`src/rtl/movegen_lookup_arbiter.sv`:
```
// Round-robin arbiter sharing one board-lookup port between N_REQ movegen requesters.
// Grants are suppressed while a 64-square position load streams into the lookup store.
module movegen_lookup_arbiter #(
  parameter int N_REQ          = 4,
  parameter int LOOKUP_LATENCY = 1
) (
  input  logic                 clk,
  input  logic                 rst,
  input  logic                 in_pos_valid,
  input  logic                 in_pos_sop,
  input  logic [N_REQ-1:0]     req_valid,
  input  logic [8*N_REQ-1:0]   req_rankfile,
  output logic [N_REQ-1:0]     req_ready,
  output logic [7:0]           lookup_rankfile,
  input  logic [3:0]           lookup_piece,
  output logic [N_REQ-1:0]     rsp_valid,
  output logic [3:0]           rsp_piece,
  output logic                 load_busy,
  output logic                 load_done
);

  localparam int IW = $clog2(N_REQ);

  typedef enum logic {S_IDLE, S_LOADING} state_t;

  state_t                    state_q, state_d;
  logic [6:0]                cnt_q, cnt_d;
  logic [IW-1:0]             rr_q, rr_d;
  logic [7:0]                rankfile_q, rankfile_d;
  logic [LOOKUP_LATENCY-1:0] tag_vld_q, tag_vld_d;
  logic [IW-1:0]             tag_idx_q [LOOKUP_LATENCY];
  logic [IW-1:0]             tag_idx_d [LOOKUP_LATENCY];
  logic [N_REQ-1:0]          rsp_valid_q, rsp_valid_d;
  logic [3:0]                rsp_piece_q, rsp_piece_d;
  logic                      done_q, done_d;

  logic [N_REQ-1:0]          grant;
  logic [IW-1:0]             grant_idx;
  logic [IW-1:0]             scan_idx;
  logic                      grant_any;
  logic                      sop_beat;

  assign sop_beat = in_pos_valid & in_pos_sop;

  // A sop beat blocks grants in the same cycle so no lookup races the new position.
  always_comb begin
    grant     = '0;
    grant_idx = '0;
    grant_any = 1'b0;
    scan_idx  = '0;
    if (state_q == S_IDLE && !sop_beat) begin
      for (int k = 0; k < N_REQ; k++) begin
        scan_idx = IW'((int'(rr_q) + k) % N_REQ);
        if (!grant_any && req_valid[scan_idx]) begin
          grant[scan_idx] = 1'b1;
          grant_idx       = scan_idx;
          grant_any       = 1'b1;
        end
      end
    end
  end

  always_comb begin
    state_d = state_q;
    cnt_d   = cnt_q;
    done_d  = 1'b0;
    if (state_q == S_IDLE) begin
      if (sop_beat) begin
        state_d = S_LOADING;
        cnt_d   = 7'd1;
      end
    end else if (in_pos_valid) begin
      if (in_pos_sop) begin
        cnt_d = 7'd1;
      end else if (cnt_q == 7'd63) begin
        cnt_d   = 7'd0;
        state_d = S_IDLE;
        done_d  = 1'b1;
      end else begin
        cnt_d = cnt_q + 7'd1;
      end
    end
  end

  always_comb begin
    rankfile_d = rankfile_q;
    rr_d       = rr_q;
    if (grant_any) begin
      rankfile_d = req_rankfile[8*grant_idx +: 8];
      rr_d       = (int'(grant_idx) == N_REQ - 1) ? '0 : grant_idx + IW'(1);
    end

    // Tag pipeline runs regardless of load state so in-flight lookups always respond.
    tag_vld_d[0] = grant_any;
    tag_idx_d[0] = grant_idx;
    for (int k = 1; k < LOOKUP_LATENCY; k++) begin
      tag_vld_d[k] = tag_vld_q[k-1];
      tag_idx_d[k] = tag_idx_q[k-1];
    end

    rsp_valid_d = '0;
    rsp_piece_d = rsp_piece_q;
    if (tag_vld_q[LOOKUP_LATENCY-1]) begin
      rsp_valid_d[tag_idx_q[LOOKUP_LATENCY-1]] = 1'b1;
      rsp_piece_d = lookup_piece;
    end
  end

  always_ff @(posedge clk) begin
    if (rst) begin
      state_q     <= S_IDLE;
      cnt_q       <= '0;
      rr_q        <= '0;
      rankfile_q  <= '0;
      tag_vld_q   <= '0;
      for (int k = 0; k < LOOKUP_LATENCY; k++) tag_idx_q[k] <= '0;
      rsp_valid_q <= '0;
      rsp_piece_q <= '0;
      done_q      <= 1'b0;
    end else begin
      state_q     <= state_d;
      cnt_q       <= cnt_d;
      rr_q        <= rr_d;
      rankfile_q  <= rankfile_d;
      tag_vld_q   <= tag_vld_d;
      tag_idx_q   <= tag_idx_d;
      rsp_valid_q <= rsp_valid_d;
      rsp_piece_q <= rsp_piece_d;
      done_q      <= done_d;
    end
  end

  assign req_ready       = grant;
  assign lookup_rankfile = rankfile_q;
  assign rsp_valid       = rsp_valid_q;
  assign rsp_piece       = rsp_piece_q;
  assign load_busy       = (state_q == S_LOADING);
  assign load_done       = done_q;

endmodule

```
`config.mk`:
```
export PLATFORM = sky130hd
export DESIGN_NAME = movegen_lookup_arbiter
export DESIGN_NICKNAME = d
export VERILOG_FILES = /design/src/rtl/movegen_lookup_arbiter.sv
export SDC_FILE = /design/constraint.sdc
export NUM_CORES = 1
export LEC_CHECK = 0
export CAP_MARGIN = 20
export CORE_MARGIN = 5
export CORE_UTILIZATION = 55
export DETAILED_ROUTE_END_ITERATION = 16
export DONT_BUFFER_PORTS = 1
export GPL_ROUTABILITY_DRIVEN = 0
export MAX_ROUTING_LAYER = met4
export PLACE_DENSITY = 0.8
export SLEW_MARGIN = 15
export SYNTH_ARGS = -nofsm -noshare
export SYNTH_HDL_FRONTEND = slang
export SYNTH_SLANG_ARGS = --single-unit
```
`constraint.sdc`:
```
create_clock -name clk -period 3.27 [get_ports clk]
set_input_delay 0.327 -clock clk [delete_from_list [all_inputs] [get_ports clk]]
set_output_delay 0.327 -clock clk [all_outputs]
set_load 0.05 [all_outputs]
```
==> results.py <==
metrics = {
    "run_status": {
        "status": "completed",
    },
    "timing": {
        "final_setup_violation_count": 0,
        "holdWs_ps": 63.5,
        "post_layout_minimum_cycle_time_ps": 2960,
        "finalHoldViolCount": 0,
        "finalClockSkew_ps": 7.33,
        "timing.max_slew.rel_slack": 0.594,
        "worst_slew_pin_slew_ps": 609,
        "fmax_mhz": 338,
        "layout_worst_path_cycle_share": 0.904,
        "final.setup.worst_slack_ps": 314,
        "report.final.slew_viol_count": 0,
        "grt_setup_unrepaired": "false",
        "setup_tns_after_final_layout_ps": 0,
    },
    "route": {
        "wl_um": 4090,
        "drt-vias-per-instance": 6.02,
        "vias": 1565,
        "drt_iter0_drc": 94,
        "route.detailed.drc": 0,
        "post_drt_wl_per_cell_um": 15.7,
        "antenna_left": 0,
        "drt_first_pass_iters": 4,
    },
    "setup_path": {
        "crit_end": "req_ready[2]",
        "timing.reg2reg.worst_path_depth": 9,
        "timing_worst_setup_path_type": "reg2out",
        "reg2reg_setup_slack_ps": 660,
        "arrival_ps": 2630,
        "worst_r2r_startpoint": "rr_q[0]",
        "critical_path.startpoint": "rr_q[0]",
        "crit-reg2reg-capture": "lookup_rankfile[3]",
        "critPathLaunchType": "flop",
        "critical_path_peak_fanout": 9,
        "worstSetupEndpointType": "output pin",
        "worst_ep_required_time_ps": 2940,
    },
    "logic_synthesis": {
        "synthesis.nets": 259,
        "number_of_unique_standard_cell_types_used_by_synthesis": 51,
        "async_reset_ff_frac": 0,
        "synth_top_area_cell": "dfxtp_1",
        "avgSynthCellArea_um2": 8.85,
        "yosysSeqAreaShare": 0.329,
        "synthesis.yosys.warnings": 0,
        "synth-main-ff-cell": "dfxtp_1",
        "synthesis.area_um2": 1820,
        "synth_enable_flop_cells": 0,
        "yosysMostFrequentCell": "nor2_1",
        "yosys-top-cells-area": "dfxtp_1 33%, nor2_1 7.8%, mux2i_1 6.6%, ha_1 6.2%, mux4_2 3.7%",
        "cell_count_after_synthesis": 206,
        "post_synth_most_frequent_cells": "38 x nor2_1, 30 x dfxtp_1, 13 x a21oi_1, 12 x mux2i_1, 9 x ha_1",
        "netlist.area_leader.share": 0.329,
        "synth.ff_latch_count": 30,
    },
    "global_routing": {
        "via_count_of_the_first_global_routing_pass": 1510,
        "grt.overflow.total": 0,
        "number_of_antenna_violations_at_the_first_check_in_global_routing": 0,
        "grt_first_pass_wirelength_um": 6740,
        "grt_start_max_net_pins": 22,
        "grt.total_usage": 0.197,
    },
    "place": {
        "dpl_worst_slack_ps": 529,
        "dp_hpwl_um": 3080,
        "buffers_on_ports": 0,
        "dpl-instance-area_um2": 1960,
    },
    "power": {
        "power.switching_uw": 599,
        "power.switching_fraction": 0.435,
        "power.share.sequential": 0.380,
        "p_per_area_nw_per_um2": 681,
        "cell_internal_pwr_uw": 778,
        "clockPowerShare": 0.169,
        "power.static_leakage_nw": 0.753,
        "ir_worst_vdd_uv": 328,
        "power.combinational.fraction": 0.450,
    },
    "flow_run": {
        "drv.max_cap_violation_count": 0,
    },
    "clock_network": {
        "htreeDepth": 2,
        "cts.sink_count": 30,
        "tritoncts_clock_tree": "built",
        "number_of_buffers_inserted_during_clock_tree_synthesis": 5,
        "clk_latency_ps": 320,
        "cts_root_buf": "clkbuf_4",
        "cts-root-to-sink-buffers": 2,
        "cts.reportedPaths.clkPinSlew_ps": 100,
    },
    "die": {
        "floorplan.io_pins": 66,
        "starting_utilization_of_the_core_area": 0.555,
        "dieArea_um2": 4570,
        "row_count": 21,
        "dieWidth_um": 67.6,
        "die_y_um": 67.6,
        "fp.coreArea_um2": 3280,
    },
    "layout": {
        "antenna_cells": 0,
        "layout.cell_area.non_filler_um2": 2020,
        "layout.nets": 266,
        "layout_cell_share_with_drive_strength_beyond_1": 0.164,
        "syn2layout_area_growth_pct": 11.0,
        "postLayoutCoreUtil": 0.616,
    },
    "hold_path": {
        "hp-class": "in2reg",
    },
}
## registers in the layout, summed over array words and instances, names as in the netlist
signal / cells
lookup_rankfile: 8
cnt_q: 7
rsp_piece: 4
rsp_valid: 4
rr_q: 2
tag_idx_q: 2
load_busy: 1
load_done: 1
tag_vld_q: 1
## critical path, stage by stage, from the launching register on
cell and delay, ps:
dfxtp_1 350, inv_1 110, ha_1 420, or3b_2 490
a21oi_1 160, nor2_1 60, o21ai_1 260, a221oi_1 150
nor2_2 160, buf_12 150
## cell families after synthesis
family | synth area share
adder cells (fa/ha/maj) | 0.0618
XOR/XNOR | 0.0144
multiplexers | 0.103
flip-flops | 0.329
AND/OR/NAND/NOR | 0.233
buffers and inverters | 0.0371
AO/OA/AOI/OAI | 0.221
## worst min-delay path by stage
| stage | depth (start not counted) | from | end |
|---|---|---|---|
| after CTS | 1 | rst | load_done |
| after floorplan | 1 | tag_idx_q[0] | rsp_valid[2] |
| after detailed placement | 1 | rst | rsp_piece[2] |
| final | 1 | rst | load_done |
| after global routing | 1 | rst | cnt_q[1] |
| after global placement | 1 | rst | rsp_piece[2] |
## cell type report
class                      count  area, um^2
clock buffer                   6        51.3
clock inverter                 2        12.5
fill                         299        1260
inverter                       3        11.3
multi-input combinational    163        1160
sequential                    30         601
tap                           46        57.6
timing repair buffer          10         125
## layout by cell type (no fill, tap or decap), types with 2 or more instances in the layout
master,Yosys,routed
a211oi_1,5,5
a21o_1,2,2
a21oi_1,13,13
a221oi_1,4,4
a22oi_1,5,5
and3_1,3,3
buf_12,0,4
buf_4,0,6
clkbuf_4,0,5
dfxtp_1,30,30
ha_1,9,9
inv_1,3,3
mux2i_1,12,12
mux4_2,3,3
nand2_1,7,7
nand2b_1,5,5
nand3_1,3,3
nand3b_1,3,3
nor2_1,38,34
nor2_2,1,5
nor2b_1,3,3
nor3_1,3,3
nor3b_1,2,2
nor4_1,2,2
o21a_1,3,3
o21ai_0,4,3
o21ai_1,1,2
o221ai_1,6,6
or3_1,3,3
xor2_1,2,2
## through the flow
step,power [mW],cells
after floorplan,1.00,206
after global placement,1.14,252
after detailed placement,1.15,252
after CTS,1.38,260
after global routing,1.47,260
final,1.38,260
## per-layer routing
layer | up-vias | track usage | routed length, um
met3 | 2 | 0.0582 | 350
met2 | 61 | 0.311 | 1990
li1 | 775 | - | -
met5 | - | - | 0
met4 | 0 | 0.0481 | 10
met1 | 727 | 0.245 | 1740
## power groups by stage
stage | logic, mW | clock network, mW | registers, mW
global route | 0.676 | 0.265 | 0.529
floorplan | 0.460 | 0 | 0.540
CTS | 0.621 | 0.238 | 0.525
global placement | 0.612 | 0 | 0.532
finish | 0.620 | 0.233 | 0.524
detailed placement | 0.616 | 0 | 0.533
## repair_timing
action / in CTS / in global routing
gates resized for setup: 0 / 1
hold buffers: 0 / 0
setup endpoints to repair: 0 / 4
buffers inserted: 0 / 0
(Power assumes the default switching activity.)
